$ cat config.mk
export PLATFORM = sky130hd
export DESIGN_NAME = pcie_dllp_tx_sched
export DESIGN_NICKNAME = d
export VERILOG_FILES = /design/src/rtl/pcie_dllp_tx_sched_pkg.sv /design/src/rtl/pcie_dllp_tx_sched_crc16.sv /design/src/rtl/pcie_dllp_tx_sched.sv
export SDC_FILE = /design/constraint.sdc
export NUM_CORES = 1
export LEC_CHECK = 0
export CORE_AREA = 5 5 80 156
export CTS_BUF_LIST = sky130_fd_sc_hd__clkbuf_4 sky130_fd_sc_hd__clkbuf_8
export CTS_CLUSTER_DIAMETER = 30
export DETAILED_ROUTE_END_ITERATION = 10
export DIE_AREA = 0 0 85 161
export PLACE_DENSITY = 0.84
export SLEW_MARGIN = 20
export SYNTH_ARGS = -nofsm -noshare
export SYNTH_HDL_FRONTEND = slang
export SYNTH_SLANG_ARGS = --single-unit
export TNS_END_PERCENT = 20
$ cat constraint.sdc
create_clock -name clk -period 4.3 [get_ports clk]
set_input_delay 0.86 -clock clk [delete_from_list [all_inputs] [get_ports clk]]
set_output_delay 0.86 -clock clk [all_outputs]
set_load 0.01 [all_outputs]
$ cat src/rtl/pcie_dllp_tx_sched_pkg.sv
// ============================================================================
// Module   : pcie_dllp_tx_sched_pkg
// Brief    : DLLP type codes, packet layouts and field packers for DLLP TX.
// Revision : 1.0 - initial release
// ============================================================================
`default_nettype none

package pcie_dllp_tx_sched_pkg;

    localparam logic [7:0]  c_dllp_ack       = 8'h00;
    localparam logic [7:0]  c_dllp_nak       = 8'h10;
    localparam logic [7:0]  c_dllp_updfc_p   = 8'h80;
    localparam logic [7:0]  c_dllp_updfc_np  = 8'h90;
    localparam logic [7:0]  c_dllp_updfc_cpl = 8'hA0;
    localparam logic [15:0] c_crc16_poly     = 16'h100B;
    localparam logic [15:0] c_crc16_seed     = 16'hFFFF;

    // Content bytes packed byte3..byte0, so byte0 (type) sits in [7:0].
    typedef struct packed {
        logic [7:0] seq_lo;
        logic [3:0] rsvd_b2;
        logic [3:0] seq_hi;
        logic [7:0] rsvd_b1;
        logic [7:0] dtype;
    } acknak_dllp_t;

    typedef struct packed {
        logic [7:0] data_lo;
        logic [1:0] hdr_lo;
        logic [1:0] data_scale;
        logic [3:0] data_hi;
        logic [1:0] hdr_scale;
        logic [5:0] hdr_hi;
        logic [7:0] dtype;
    } updfc_dllp_t;

    typedef struct packed {
        logic [15:0] rsvd;
        logic [15:0] crc;
        logic [31:0] content;
    } dllp_word_t;

    function automatic acknak_dllp_t make_acknak(input logic [7:0] dtype, input logic [11:0] seq);
        acknak_dllp_t p;
        p        = '0;
        p.dtype  = dtype;
        p.seq_hi = seq[11:8];
        p.seq_lo = seq[7:0];
        return p;
    endfunction

    function automatic updfc_dllp_t make_updfc(input logic [7:0] dtype, input logic [7:0] hdr,
                                               input logic [11:0] data);
        updfc_dllp_t p;
        p         = '0;
        p.dtype   = dtype;
        p.hdr_hi  = hdr[7:2];
        p.hdr_lo  = hdr[1:0];
        p.data_hi = data[11:8];
        p.data_lo = data[7:0];
        return p;
    endfunction

endpackage

`default_nettype wire

$ cat src/rtl/pcie_dllp_tx_sched_crc16.sv
// ============================================================================
// Module   : pcie_dllp_crc16
// Brief    : Combinational DLLP CRC16 over the four content bytes.
// Revision : 1.0 - initial release
// ============================================================================
`default_nettype none

module pcie_dllp_crc16
    import pcie_dllp_tx_sched_pkg::*;
(
    input  logic [31:0] data,
    output logic [15:0] crc
);

    logic [15:0] w_lfsr;

    // Bits enter byte0 bit0 first; result is complemented and bit-reversed so
    // CRC bit 15 lands in byte4 bit 0.
    always_comb begin
        w_lfsr = c_crc16_seed;
        for (int i = 0; i < 32; i++) begin
            if (w_lfsr[15] ^ data[i]) begin
                w_lfsr = {w_lfsr[14:0], 1'b0} ^ c_crc16_poly;
            end else begin
                w_lfsr = {w_lfsr[14:0], 1'b0};
            end
        end
        crc = '0;
        for (int i = 0; i < 16; i++) begin
            crc[i] = ~w_lfsr[15-i];
        end
    end

endmodule

`default_nettype wire

$ cat src/rtl/pcie_dllp_tx_sched.sv
// ============================================================================
// Module   : pcie_dllp_tx_sched
// Brief    : Ack/Nak/UpdateFC DLLP scheduler with Ack coalescing and FC refresh.
// Revision : 1.0 - initial release
// ============================================================================
`default_nettype none

module pcie_dllp_tx_sched
    import pcie_dllp_tx_sched_pkg::*;
#(
    parameter int         ACK_TIMER_CYCLES = 64,
    parameter int         FC_UPDATE_CYCLES = 256,
    parameter logic [2:0] VC_ID            = 3'd0
) (
    input  logic        clk,
    input  logic        rst_n,
    input  logic        dl_active_i,
    input  logic        ack_req_i,
    input  logic [11:0] ack_seq_i,
    input  logic        nak_req_i,
    input  logic [11:0] nak_seq_i,
    input  logic [2:0]  fc_upd_req_i,
    input  logic [23:0] fc_hdr_i,
    input  logic [35:0] fc_data_i,
    output logic        dllp_valid_o,
    output logic [63:0] dllp_o,
    input  logic        dllp_ready_i
);

    localparam int               c_ACK_W    = $clog2(ACK_TIMER_CYCLES);
    localparam int               c_FC_W     = $clog2(FC_UPDATE_CYCLES);
    localparam logic [c_ACK_W-1:0] c_ACK_LAST = c_ACK_W'(ACK_TIMER_CYCLES - 1);
    localparam logic [c_FC_W-1:0]  c_FC_LAST  = c_FC_W'(FC_UPDATE_CYCLES - 1);
    localparam logic [7:0]       c_vc_byte  = {5'b00000, VC_ID};

    typedef enum logic [0:0] {ST_EMPTY = 1'b0, ST_FULL = 1'b1} out_state_t;

    out_state_t         r_state, w_state_nxt;
    logic               r_nak_pend, r_ack_pend;
    logic [2:0]         r_fc_pend;
    logic [11:0]        r_ack_seq, r_nak_seq;
    logic [c_ACK_W-1:0] r_ack_timer;
    logic [c_FC_W-1:0]  r_fc_timer;
    dllp_word_t         r_dllp;

    logic        w_ack_due, w_fc_wrap, w_launch, w_sel_nak, w_sel_ack, w_acknak_go;
    logic [2:0]  w_sel_fc, w_fc_clr;
    logic [31:0] w_content;
    logic [15:0] w_crc;

    // Timer saturates at expiry, so "due" holds until an Ack/Nak launch clears it.
    assign w_ack_due = r_ack_pend && (r_ack_timer == c_ACK_LAST);
    assign w_fc_wrap = (r_fc_timer == c_FC_LAST);

    always_comb begin
        w_sel_nak = 1'b0;
        w_sel_ack = 1'b0;
        w_sel_fc  = 3'b000;
        w_content = '0;
        if (r_nak_pend) begin
            w_sel_nak = 1'b1;
            w_content = make_acknak(c_dllp_nak, r_nak_seq);
        end else if (w_ack_due) begin
            w_sel_ack = 1'b1;
            w_content = make_acknak(c_dllp_ack, r_ack_seq);
        end else if (r_fc_pend[0]) begin
            w_sel_fc  = 3'b001;
            w_content = make_updfc(c_dllp_updfc_p | c_vc_byte, fc_hdr_i[7:0], fc_data_i[11:0]);
        end else if (r_fc_pend[1]) begin
            w_sel_fc  = 3'b010;
            w_content = make_updfc(c_dllp_updfc_np | c_vc_byte, fc_hdr_i[15:8], fc_data_i[23:12]);
        end else if (r_fc_pend[2]) begin
            w_sel_fc  = 3'b100;
            w_content = make_updfc(c_dllp_updfc_cpl | c_vc_byte, fc_hdr_i[23:16], fc_data_i[35:24]);
        end
    end

    assign w_launch    = dl_active_i && (w_sel_nak || w_sel_ack || (|w_sel_fc))
                         && ((r_state == ST_EMPTY) || dllp_ready_i);
    assign w_acknak_go = w_launch && (w_sel_nak || w_sel_ack);
    assign w_fc_clr    = w_launch ? w_sel_fc : 3'b000;

    pcie_dllp_crc16 u_crc (
        .data (w_content),
        .crc  (w_crc)
    );

    always_comb begin
        w_state_nxt = r_state;
        case (r_state)
            ST_EMPTY: if (w_launch) w_state_nxt = ST_FULL;
            ST_FULL:  if (dllp_ready_i && !w_launch) w_state_nxt = ST_EMPTY;
            default:  w_state_nxt = ST_EMPTY;
        endcase
    end

    always_ff @(posedge clk or negedge rst_n) begin
        if (!rst_n) begin
            r_state <= ST_EMPTY;
        end else if (!dl_active_i) begin
            r_state <= ST_EMPTY;
        end else begin
            r_state <= w_state_nxt;
        end
    end

    always_ff @(posedge clk or negedge rst_n) begin
        if (!rst_n) begin
            r_dllp <= '0;
        end else if (w_launch) begin
            r_dllp <= '{rsvd: 16'h0000, crc: w_crc, content: w_content};
        end
    end

    // A request in the launch cycle of its own flag wins, keeping it pending.
    always_ff @(posedge clk or negedge rst_n) begin
        if (!rst_n) begin
            r_nak_pend  <= 1'b0;
            r_ack_pend  <= 1'b0;
            r_fc_pend   <= 3'b000;
            r_ack_seq   <= '0;
            r_nak_seq   <= '0;
            r_ack_timer <= '0;
            r_fc_timer  <= '0;
        end else if (!dl_active_i) begin
            r_nak_pend  <= 1'b0;
            r_ack_pend  <= 1'b0;
            r_fc_pend   <= 3'b000;
            r_ack_timer <= '0;
            r_fc_timer  <= '0;
        end else begin
            if (nak_req_i) begin
                r_nak_pend <= 1'b1;
                r_nak_seq  <= nak_seq_i;
            end else if (w_launch && w_sel_nak) begin
                r_nak_pend <= 1'b0;
            end
            if (ack_req_i) begin
                r_ack_pend <= 1'b1;
                r_ack_seq  <= ack_seq_i;
            end else if (w_acknak_go) begin
                r_ack_pend <= 1'b0;
            end
            if (w_acknak_go) begin
                r_ack_timer <= '0;
            end else if (r_ack_pend && !w_ack_due) begin
                r_ack_timer <= r_ack_timer + 1'b1;
            end
            r_fc_pend  <= w_fc_wrap ? 3'b111 : ((r_fc_pend & ~w_fc_clr) | fc_upd_req_i);
            r_fc_timer <= w_fc_wrap ? '0 : r_fc_timer + 1'b1;
        end
    end

    assign dllp_valid_o = (r_state == ST_FULL);
    assign dllp_o       = r_dllp;

endmodule

`default_nettype wire

[Word level (Yosys, flattened, before mapping)]
Index checks and enable logic that the tools add are counted.
Storage, ports and cells
  register bits after elaboration: 92
  input port bits: 93
  output and inout port bits: 65
  word-level logic and storage cells: 177
Cells by class
  $add $sub $neg: 2
  equality and inequality tests: 5
  multiplexer cells: 63
  bitwise gates (word level): 82
  reductions and logical operators: 15
Operator list (count)
  $mux 13: 32
  $mux 32: 5
  $not 4->4: 31
  $xor 1x1->1: 28
  $mux 3: 8
  $mux 6: 3
  $not 1->1: 17
  $mux 8: 2
  $mux 1: 12
  $ne 3x1->1 const B: 3
  $add 8x1->8 const B: 1
  $eq 8x8->1 const B: 1
  $logic_and 1x1->1: 7
  $add 6x1->6 const B: 1
  $eq 6x6->1 const B: 1
  $reduce_and 2->1: 2
  $and 3x3->3: 1
  $logic_or 1x1->1: 3
  $not 3->3: 1
  $or 3x3->3: 1
  $reduce_or 3->1: 1
  $xor 1x1->1 const A: 3
  $logic_not 1->1: 2
  $pmux 1 s2: 1

[Logic depth before layout (Yosys ltp)]
  depth in word-level cells: 69
  depth in mapped cells: 13
  gate-level depth less buffers: 10

[Hierarchy]
A second synthesis with hierarchy kept.
Second synthesis, totals
  cells, all modules: 499
  area, all modules: 5562.8 µm²
By module, submodules not included
  pcie_dllp_tx_sched: times used 1, cells an instance 388, area each 4339.2 µm², sequential area each 2077.0 µm²
  pcie_dllp_crc16: times used 1, cells an instance 111, area each 1223.7 µm², sequential area each 0.0 µm²

[Worst setup path before layout]
Ideal clock, no wire load.
  path type: input to register
  start point: in fc_hdr_i[20]
  end point: reg r_dllp (netlist bit dllp_o[42])
  arrival: 3276 ps
  data required time: 4168 ps
  path slack: 892 ps
  stages on the path: 10
  buffers on the path: 1
  path through: or3b_1 -> a21oi_1 -> nor3b_1 -> o41a_1 -> buf_2 -> xnor3_1 -> xnor2_1 -> xnor3_1 -> xor3_1 -> o21ai_1
Between the ends
  word-level cells in the longest chain between the ends: 32
  elaborated cells between the ends (all ways): 48
  those cells by class: 27 x mux; 21 x bitwise
Ends and longest elaborated chain
  start, declared: line pcie_dllp_tx_sched.sv:23  | input logic [23:0] fc_hdr_i,
  $mux 32 (*): line pcie_dllp_tx_sched.sv:72  | end else if (r_fc_pend[2]) begin
  $mux 32 (*): line pcie_dllp_tx_sched.sv:69  | end else if (r_fc_pend[1]) begin
  $mux 32 (*): line pcie_dllp_tx_sched.sv:66  | end else if (r_fc_pend[0]) begin
  $mux 32 (*): line pcie_dllp_tx_sched.sv:63  | end else if (w_ack_due) begin
  $mux 32 (*): line pcie_dllp_tx_sched.sv:60  | if (r_nak_pend) begin
  $xor 1x1->1 (*): line pcie_dllp_tx_sched_crc16.sv:22  | if (w_lfsr[15] ^ data[i]) begin
  $mux 13 (*): line pcie_dllp_tx_sched_crc16.sv:22
  $not 4->4 (no source line)
  [... 13 more ...]
  $mux 13: line pcie_dllp_tx_sched_crc16.sv:22
  $xor 1x1->1: line pcie_dllp_tx_sched_crc16.sv:22
  $mux 13: line pcie_dllp_tx_sched_crc16.sv:22
  $not 4->4 (no source line)
  $mux 13 (2 in series): line pcie_dllp_tx_sched_crc16.sv:22
  $not 4->4 (no source line)
  $mux 13 (*) (3 in series): line pcie_dllp_tx_sched_crc16.sv:22
  $not 1->1 (*): line pcie_dllp_tx_sched_crc16.sv:30  | crc[i] = ~w_lfsr[15-i];
  end signal, assigned: line pcie_dllp_tx_sched.sv:111  | r_dllp <= '{rsvd: 16'h0000, crc: w_crc, content: w_content};
  end, declared: line pcie_dllp_tx_sched.sv:44  | dllp_word_t r_dllp;
Every way passes the cells marked *; elsewhere a longest branch is shown, timed or not.
A chain may end at the register's enable or synchronous reset.

[Final worst setup path]
Ends and elaborated chain as after synthesis.

==> flow_summary.json <==
{
  "cp_top_family": "XOR/XNOR gates",
  "synth_flop_cell": "dfrtp_1",
  "min_delay_worst_endpoint": "dllp_o[39]$_DFFE_PN0N_",
  "cp-start-kind": "input pin",
  "fp.dieArea_um2": 13700,
  "powerDensity_nw_per_um2": 489,
  "slew_headroom": 0.552,
  "crit_chain": "clkdlybuf4s50_1 -> or3b_1 -> a21oi_1 -> nor3b_1 -> o41a_1 -> xnor3_1 -> xnor2_1 -> xnor3_1 -> xor3_1 -> o21ai_1",
  "clkLatencyLatePin_ns": 0.39,
  "final_hold_viol_count": 0,
  "wire_per_inst_um": 17.5,
  "critPathMaxStageDelay_ns": 0.55,
  "drt_pass1_iterations": 7,
  "netlist_area_um2": 5350,
  "ys_types": 68,
  "cp.required_ns": 4.61,
  "globalplace.congestion": 0.855,
  "finalCritPeriodShare": 0.870,
  "slowest_stage": "o41a_1",
  "numCtsBuffers": 9,
  "netSwitchingFraction": 0.342,
  "nNetsFinal": 751,
  "cap_violations": 0,
  "cts.clk_slew.worst_paths_ns": 0.09,
  "r2r_start": "r_fc_pend[2]$_DFF_PN0_",
  "hp-start": "dllp_o[39]$_DFFE_PN0N_",
  "grt_pass1_wl_mm": 22.3,
  "regArea_um2": 2080,
  "drt_iter0_drc": 225,
  "pwr-share-clk": 0.170,
  "netlist.area_leader.share": 0.388,
  "hold_class": "flip-flop to flip-flop",
  "async_reset_ff_frac": 1.00,
  "seqPwrFrac": 0.309,
  "vdd_ir_drop_max_uv": 309,
  "p_int_mw": 2.23,
  "yosys_warnings": 0,
  "synth.top_cells.by_count": "dfrtp_1, nand2_1, nor2_1",
  "dp_hpwl_mm": 11.0,
  "hold_depth": 2,
  "fillers": 965,
  "finalMaxSlewViolations": 0,
  "overflow": 0,
  "cts_resized": 0,
  "htree_levels": 3,
  "synth-seq-area-share": 0.388,
  "reg2reg_slack_ns": 0.66,
  "antenna_found_initial": 0,
  "cts_sinks": 83,
  "path_common_cell": "xnor3_1",
  "design_area_um2": 6920,
  "post_cts_buffers": 0,
  "syn_area_per_cell_um2": 10.1,
  "worst-setup-path-type": "input pin to flip-flop",
  "grt_max_degree": 51,
  "syn_inst": 531,
  "fin_skew_ns": 0.0159,
  "via_count": 4382,
  "yosys-top-cells-area": "dfrtp_1, mux2_2, xnor2_1",
  "ys_ff_latch": 83,
  "die_h_um": 161,
  "p_comb_frac": 0.521,
  "critPathMaxFanout": 5,
  "totalWireLength_mm": 14.1,
  "portBuffers": 132,
  "placed_area_um2": 6720,
  "setup_viol": 0,
  "clock-root-buffer": "clkbuf_8",
  "yosysMostFrequentCell": "dfrtp_1",
  "cts_hold_buf": 0,
  "tns_ns": 0,
  "die_w_um": 85,
  "yosysTopAreaCell": "dfrtp_1",
  "clock_path_buffers": 2,
  "worst_slew_pin_slew_ns": 0.670,
  "post-route-drc-count": 0,
  "io_pins": 158,
  "rows": 55,
  "worst_setup_path_end_kind": "flip-flop",
  "fmax_mhz": 267,
  "multiInputGateArea_um2": 3030,
  "diodes": 0,
  "start_util": 0.480,
  "p_switching_mw": 1.16,
  "layout-drive-gt1-share": 0.132,
  "p_leak_nw": 2.92,
  "reg2reg_depth": 9,
  "core-area_um2": 11100,
  "ant_nets": 0,
  "min_period_ns": 3.74,
  "cts_tree": "done",
  "grt_use_total": 0.207,
  "worstPathArrival_ns": 4.06,
  "syn_to_final_growth_pct": 29.4,
  "synth-edff-count": 0,
  "viasPerCell": 5.46,
  "rsz0062_at_grt": "no",
  "status": "completed",
  "rr_endpoint": "dllp_o[42]$_DFFE_PN0N_",
  "first_global_vias": 4386,
  "critPathBufInv": 1
}
cells by family (layout without fill, tap and decap cells):
kind of cell	count (synthesis)	in the layout	synth area share
other	1	25	0.000701
AO/OA/AOI/OAI	111	111	0.149
buffers and inverters	62	168	0.0638
flip-flops	83	83	0.388
adder cells (fa/ha/maj)	2	2	0.00468
XOR/XNOR	74	74	0.169
AND/OR/NAND/NOR	166	166	0.158
multiplexers	32	32	0.0671
per-stage QoR:
stage / power, mW / instances / util / worst slack [ns] / hold slack [ns]
6_report: 3.39 / 803 / 0.621 / 0.557 / 0.482
2_1_floorplan: 2.27 / 555 / - / 0.892 / 0.470
3_5_place_dp: 2.84 / 787 / 0.603 / 0.210 / 0.468
5_1_grt: 3.58 / 803 / 0.621 / 0.475 / 0.509
3_3_place_gp: 2.78 / 787 / 0.603 / 0.342 / 0.459
4_1_cts: 3.41 / 803 / 0.621 / 0.570 / 0.487
worst min-delay path: cells and delay by family (launching register included):
kind	cells	cell delay (ns)
AND/OR/NAND/NOR	1	0.04
flip-flops	1	0.35
AO/OA/AOI/OAI	1	0.06
worst max-delay path by stage:
| stage | startpoint | endpoint | cells past startpoint |
|---|---|---|---|
| 2_1_floorplan | fc_hdr_i[20] | dllp_o[42]$_DFFE_PN0N_ | 10 |
| 3_3_place_gp | fc_hdr_i[20] | dllp_o[42]$_DFFE_PN0N_ | 10 |
| 3_5_place_dp | fc_hdr_i[20] | dllp_o[42]$_DFFE_PN0N_ | 10 |
| 4_1_cts | fc_hdr_i[20] | dllp_o[42]$_DFFE_PN0N_ | 10 |
| 5_1_grt | fc_hdr_i[20] | dllp_o[42]$_DFFE_PN0N_ | 10 |
| 6_report | fc_hdr_i[20] | dllp_o[42]$_DFFE_PN0N_ | 10 |
per-layer routing:
| metal | vias up | track usage | share of wire |
|---|---|---|---|
| met1 | 2119 | 0.245 | 0.38 |
| li1 | 2042 | - | - |
| met3 | 25 | 0.0572 | 0.092 |
| met2 | 196 | 0.346 | 0.50 |
| met4 | 0 | 0.0929 | 0.024 |
| met5 | - | 0 | 0 |
layout by cell type, fill, tap and decap left out, types with 10 or more instances in the layout:
cell type,synthesis,layout
xnor2_1,32,32
o21ai_0,25,25
nor3_1,10,10
dfrtp_1,83,83
clkdlybuf4s50_1,0,131
xor2_1,23,23
nand2_1,57,57
conb_1,1,25
buf_4,25,14
nor2_1,36,36
nor2b_1,15,15
mux2_2,31,31
nand3b_1,10,10
a21oi_1,23,23
layout make-up:
type / count / share of cell area
multi-input combinational: 410 / 0.437
sequential: 83 / 0.300
timing repair buffer: 145 / 0.205
tap: 142 / 0.0257
clock buffer: 9 / 0.0179
clock inverter: 7 / 0.0110
inverter: 7 / 0.00379
power groups by stage:
stage	registers (mW)	logic, mW	clock network (mW)
floorplan	1.10	1.17	0
global placement	1.05	1.73	0
detailed placement	1.06	1.77	0
CTS	1.05	1.78	0.583
global route	1.07	1.89	0.616
finish	1.05	1.77	0.576
state kept, by name, indices dropped and copies added, names as in the netlist:
register / cells
r_nak_pend: 1
r_fc_pend: 3
r_ack_timer: 6
dllp_valid_o: 1
r_ack_pend: 1
r_fc_timer: 8
r_nak_seq: 12
dllp_o: 39
r_ack_seq: 12
No activity file was read; power rests on OpenSTA's default activity.
